File: src/rtl/iram_loader.sv
`default_nettype none
// +----------------------------------------------------------------------------+
// | Module : iram_loader                                                       |
// | Brief  : Host word stream -> broadcast program load into N core IRAMs.     |
// |          Optional read-back checksum verify via IRAM_LOADER_VERIFY_EN.     |
// | Rev    : 1.0  initial release                                              |
// +----------------------------------------------------------------------------+
module iram_loader #(
    parameter int N  = 4,
    parameter int AW = 9,
    parameter int DW = 16
) (
    input  logic                 clk,
    input  logic                 rst,
    input  logic                 s_valid,
    output logic                 s_ready,
    input  logic [DW-1:0]        s_data,
    input  logic                 abort,
    output logic [N-1:0]         write_en,
    output logic [N-1:0]         read_en,
    output logic [N-1:0][AW-1:0] addr,
    output logic [N-1:0][DW-1:0] Data_in,
    input  logic [N-1:0][DW-1:0] Data_out,
    output logic                 busy,
    output logic                 done,
    output logic                 error,
    output logic [N-1:0]         err_core
);

    localparam int unsigned c_max_len = 2**AW;

    typedef enum logic [2:0] {
        S_IDLE    = 3'd0,
        S_HDR_LEN = 3'd1,
        S_LOAD    = 3'd2,
        S_VERIFY  = 3'd3,
        S_DONE    = 3'd4
    } state_t;

`ifdef IRAM_LOADER_VERIFY_EN
    localparam state_t c_after_load = S_VERIFY;
`else
    localparam state_t c_after_load = S_DONE;
`endif

    state_t        r_state;
    logic [N-1:0]  r_mask;
    logic [N-1:0]  r_write_en;
    logic [AW-1:0] r_cnt;
    logic [AW-1:0] r_last;
    logic [AW-1:0] r_addr;
    logic [DW-1:0] r_wdata;
    logic [DW-1:0] r_sum;
    logic          r_error;
    logic          w_xfer;
    logic          w_len_ok;

`ifdef IRAM_LOADER_VERIFY_EN
    logic [N-1:0]          r_read_en;
    logic [N-1:0]          r_err_core;
    logic [N-1:0][DW-1:0]  r_vsum;
    logic                  r_issue_done;
    logic                  r_rd_active;
    logic                  r_rd_last;
    logic                  r_cap_vld;
    logic                  r_cap_last;
`endif

    assign s_ready  = (r_state == S_IDLE) || (r_state == S_HDR_LEN) || (r_state == S_LOAD);
    assign w_xfer   = s_valid && s_ready;
    assign w_len_ok = (s_data != '0) && (32'(s_data) <= c_max_len);

    always_ff @(posedge clk) begin
        if (rst) begin
            r_state    <= S_IDLE;
            r_mask     <= '0;
            r_write_en <= '0;
            r_cnt      <= '0;
            r_last     <= '0;
            r_addr     <= '0;
            r_wdata    <= '0;
            r_sum      <= '0;
            r_error    <= 1'b0;
`ifdef IRAM_LOADER_VERIFY_EN
            r_read_en    <= '0;
            r_err_core   <= '0;
            r_vsum       <= '0;
            r_issue_done <= 1'b0;
            r_rd_active  <= 1'b0;
            r_rd_last    <= 1'b0;
            r_cap_vld    <= 1'b0;
            r_cap_last   <= 1'b0;
`endif
        end else begin
            r_write_en <= '0;
`ifdef IRAM_LOADER_VERIFY_EN
            r_read_en   <= '0;
            r_rd_active <= 1'b0;
            r_rd_last   <= 1'b0;
            r_cap_vld   <= r_rd_active;
            r_cap_last  <= r_rd_last;
`endif
            if (abort) begin
                r_state <= S_IDLE;
`ifdef IRAM_LOADER_VERIFY_EN
                r_cap_vld  <= 1'b0;
                r_cap_last <= 1'b0;
`endif
            end else begin
                case (r_state)
                    S_IDLE: begin
                        if (w_xfer) begin
                            if (s_data[N-1:0] == '0) begin
                                r_error <= 1'b1;
                            end else begin
                                r_mask  <= s_data[N-1:0];
                                r_error <= 1'b0;
`ifdef IRAM_LOADER_VERIFY_EN
                                r_err_core <= '0;
`endif
                                r_state <= S_HDR_LEN;
                            end
                        end
                    end
                    S_HDR_LEN: begin
                        if (w_xfer) begin
                            if (!w_len_ok) begin
                                r_error <= 1'b1;
                                r_state <= S_IDLE;
                            end else begin
                                r_last  <= AW'(s_data - DW'(1));
                                r_cnt   <= '0;
                                r_sum   <= '0;
                                r_state <= S_LOAD;
                            end
                        end
                    end
                    S_LOAD: begin
                        if (w_xfer) begin
                            r_write_en <= r_mask;
                            r_addr     <= r_cnt;
                            r_wdata    <= s_data;
                            r_sum      <= r_sum + s_data;
                            if (r_cnt == r_last) begin
                                r_cnt   <= '0;
                                r_state <= c_after_load;
`ifdef IRAM_LOADER_VERIFY_EN
                                r_issue_done <= 1'b0;
                                r_vsum       <= '0;
`endif
                            end else begin
                                r_cnt <= r_cnt + AW'(1);
                            end
                        end
                    end
`ifdef IRAM_LOADER_VERIFY_EN
                    // Reads issue one per clock; captures trail by two clocks
                    // (read_en register, then IRAM read latency).
                    S_VERIFY: begin
                        if (!r_issue_done) begin
                            r_read_en   <= r_mask;
                            r_addr      <= r_cnt;
                            r_rd_active <= 1'b1;
                            r_rd_last   <= (r_cnt == r_last);
                            if (r_cnt == r_last) begin
                                r_issue_done <= 1'b1;
                            end else begin
                                r_cnt <= r_cnt + AW'(1);
                            end
                        end
                        if (r_cap_vld) begin
                            for (int i = 0; i < N; i++) begin
                                r_vsum[i] <= r_vsum[i] + Data_out[i];
                            end
                            if (r_cap_last) begin
                                for (int i = 0; i < N; i++) begin
                                    if (r_mask[i] && ((r_vsum[i] + Data_out[i]) != r_sum)) begin
                                        r_err_core[i] <= 1'b1;
                                        r_error       <= 1'b1;
                                    end
                                end
                                r_state <= S_DONE;
                            end
                        end
                    end
`endif
                    S_DONE:  r_state <= S_IDLE;
                    default: r_state <= S_IDLE;
                endcase
            end
        end
    end

    generate
        for (genvar g = 0; g < N; g++) begin : g_fanout
            assign addr[g]    = r_addr;
            assign Data_in[g] = r_wdata;
        end
    endgenerate

    assign write_en = r_write_en;
    assign busy     = (r_state != S_IDLE);
    assign done     = (r_state == S_DONE);
    assign error    = r_error;

`ifdef IRAM_LOADER_VERIFY_EN
    assign read_en  = r_read_en;
    assign err_core = r_err_core;
`else
    logic w_unused_data_out;
    assign w_unused_data_out = ^Data_out;
    assign read_en  = '0;
    assign err_core = '0;
`endif

endmodule
`default_nettype wire

File: config.mk
export PLATFORM = sky130hd
export DESIGN_NAME = iram_loader
export DESIGN_NICKNAME = d
export VERILOG_FILES = /design/src/rtl/iram_loader.sv
export SDC_FILE = /design/constraint.sdc
export NUM_CORES = 1
export LEC_CHECK = 0
export CORE_ASPECT_RATIO = 1.2
export CORE_MARGIN = 1
export CORE_UTILIZATION = 37
export CTS_CLUSTER_DIAMETER = 100
export CTS_CLUSTER_SIZE = 40
export DETAILED_ROUTE_END_ITERATION = 8
export PLACE_DENSITY_LB_ADDON = 0.25
export SKIP_CTS_REPAIR_TIMING = 1
export SLEW_MARGIN = 40
export SYNTH_ARGS = -nofsm -noshare
export SYNTH_HDL_FRONTEND = slang
export SYNTH_SLANG_ARGS = --single-unit
File: constraint.sdc
create_clock -name clk -period 3.6 [get_ports clk]
set_clock_uncertainty 0.1 [all_clocks]
set_input_delay 0.9 -clock clk [delete_from_list [all_inputs] [get_ports clk]]
set_output_delay 0.9 -clock clk [all_outputs]
set_load 0.02 [all_outputs]
==> flow_summary_export.csv <==
group,metric,value,unit
clocking,clk_pin_slew,90,ps
yosys,yosys_warnings,0,
die,ios,200,
outcome,outcome,"finished, final reports clean",
placed_design,hpwlAfterDp,4960,um
grt,busiest_layer,"met2",
die,placementRows,36,
detailed_routing,viasPerCell,4.91,
yosys,async_flop_share,0,%
die,die_x,85.3,um
detailed_routing,avgRoutedWirePerCell,12.8,um
pwr,ir_worst_vdd,0.000128,V
detailed_routing,drc,0,
grt,grt.total_usage,15.2,%
grt,grt_pass1_vias,2301,
clocking,clock_latency,300,ps
finish,layout_commonest_cell,"clkdlybuf4s50_1",
yosys,synth_edf_count,0,
sta,fmax,310,MHz
flow_run,max-cap-violations,0,
die,die_h,102,um
sta,tns,0,ps
finish,diodes,0,
finish,nets,518,
clocking,htree_num_levels,2,
critical_path,start_kind,"input pin",
die,start_util,38.0,%
finish,fill_cells,805,
yosys,yosysUniqueCellTypes,41,
finish,layout_common_cells,"clkdlybuf4s50_1, nand2_1, dfxtp_1",
finish,syn_to_final_growth,30.5,%
pwr,total_leakage_power,0.00140,uW
finish,multiInputGateArea,0.00129,sq mm
grt,grtUsageMet2,26.4,%
critical_path,cp.required,3720,ps
finish,post-route-util,49.6,%
sta,holdWs,387,ps
detailed_routing,ant_nets,0,
grt,met3_usage,3.15,%
sta,rsz0062_at_grt,"false",
die,die_area,0.00870,sq mm
yosys,yosysSeqAreaShare,35.7,%
die,coreArea,0.00811,sq mm
critical_path,r2r_slack,970,ps
sta,hold_violations,0,
placed_design,io_buffers,127,
detailed_routing,drtIter0Drc,143,
critical_path,timing.rr.start,"r_state[0]$_SDFFE_PP0P_",
sta,min_period,3220,ps
clocking,cts_tree,"done",
yosys,synthesis.area,0.00308,sq mm
grt,grt.overflow.total,0,
sta,fin_crit_sh,89.5,%
sta,finalSetupViolCount,0,
placed_design,place.gp.congestion,0.803,
clocking,cts.sinks,55,
clocking,cts_buffers,5,
finish,drive_gt1_share,9.03,%
clocking,cts-root-buf,"clkbuf_8",
grt,grt_pass1_wl,10700,um
sta,drv_slew,0,
grt,grt_antenna_before_repair,0,
detailed_routing,vias,2587,
detailed_routing,routed_wirelength,6730,um
yosys,synth.ff_latch_count,55,
sta,slew_headroom,51.9,%
detailed_routing,dr.pass1.iters,4,
worst_hold_path,hp-start,"r_mask[2]$_SDFFE_PP0P_",
yosys,syn-instance-count,376,
finish,regArea,0.00110,sq mm
critical_path,crit_path_end_kind,"flop",
critical_path,critPathKind,"in2reg",
sta,tightest_slew,722,ps
grt,grt_max_degree,40,
pwr,power_density,279,mW/mm^2
yosys,synthFlopType,"dfxtp_1",
grt,grt_util_met1,18.7,%
worst_hold_path,hp-class,"reg2reg",
yosys,syn_avg_cell_area,8.20,sq um
worst_hold_path,min_path_cells,1,
worst_hold_path,holdPathEnd,"write_en[2]$_SDFF_PP0_",
critical_path,rr_worst_depth,6,
clocking,cts_buffer_depth,2,
critical_path,worstReg2RegEnd,"r_last[3]$_SDFFE_PP0P_",
critical_path,crit_path_max_fanout,18,
critical_path,crit_arrival,3340,ps
==> synth_stat cells (3+ instances only) <==
| library cell | n | area share, % |
|---|---|---|
| nand2b_1 | 3 | 0.61 |
| a31oi_1 | 8 | 1.6 |
| clkbuf_1 | 14 | 1.7 |
| xnor2_1 | 5 | 1.4 |
| nand3b_1 | 4 | 0.97 |
| a211oi_2 | 8 | 3.2 |
| nor3b_1 | 8 | 1.9 |
| xor2_1 | 10 | 2.8 |
| nor3_1 | 5 | 0.81 |
| inv_1 | 4 | 0.49 |
| mux2i_1 | 3 | 0.97 |
| nand3_1 | 14 | 2.3 |
| nand4_1 | 6 | 1.2 |
| a21oi_1 | 28 | 4.5 |
| nor2_1 | 25 | 3.0 |
| buf_4 | 83 | 20 |
| nand2_1 | 59 | 7.2 |
| dfxtp_1 | 55 | 36 |
| ha_1 | 3 | 1.2 |
| nor4_1 | 4 | 0.81 |
==> stage by stage <==
stage / instance area (sq um) / power (uW) / std cells / setup slack, ps
floorplan: 3110 / 677 / 383 / 789
global placement: 3910 / 715 / 519 / 118
detailed placement: 3910 / 715 / 519 / 54.4
CTS: 4020 / 1140 / 527 / 370
global route: 4020 / 1160 / 527 / 232
finish: 4020 / 1120 / 527 / 377
==> worst max-delay path by stage <==
stage          startpoint  slack (ps)  depth (start not counted)                endpoint
3_3_place_gp   s_data[13]         120                          7  r_last[3]$_SDFFE_PP0P_
4_1_cts        s_data[13]         370                          7  r_last[3]$_SDFFE_PP0P_
3_5_place_dp   s_data[13]          50                          7  r_last[3]$_SDFFE_PP0P_
5_1_grt        s_data[13]         230                          7  r_last[4]$_SDFFE_PP0P_
6_report       s_data[13]         380                          7  r_last[3]$_SDFFE_PP0P_
2_1_floorplan   s_data[5]         790                          7  r_last[8]$_SDFFE_PP0P_
==> metal layers <==
metal | wire [um] | vias up
li1 | - | 1284
met1 | 3020 | 1175
met2 | 3090 | 119
met3 | 500 | 9
met4 | 112 | 0
met5 | 0 | -
==> flip-flops by register name, indices dropped and copies added (netlist names) <==
register / count
r_state: 3
r_cnt: 9
r_addr: 9
write_en: 4
r_wdata: 16
r_mask: 4
r_last: 9
error: 1
==> worst max-delay path, stage by stage <==
cell and delay (ps):
clkdlybuf4s50_1 430, or4b_1 520, nor4_1 260, buf_4 180, and4_1 670, nor2_1 120, a311oi_2 260
==> report_power, final <==
part	internal (uW)	leakage, uW	total, uW	switching (uW)
Clock	225	0.0000612	420	194
Sequential	611	0.000444	614	2.76
Combinational	40.1	0.000896	87.1	47.0
==> cells by family after synthesis <==
family | share of synthesized area (%)
compound gates | 12.4
xor+xnor | 4.26
fa+ha+maj | 1.22
buf+inv | 23.4
flops | 35.7
mux | 0.974
other cells | 0.122
simple gates | 21.9
==> cell type report <==
cell class	count	share of cell area, %
timing repair buffer	142	34.3
clock buffer	6	2.05
tap	95	2.95
clock inverter	2	0.871
inverter	4	0.373
multi-input combinational	223	32.1
sequential	55	27.4
Power figures use the tool's default switching activity.
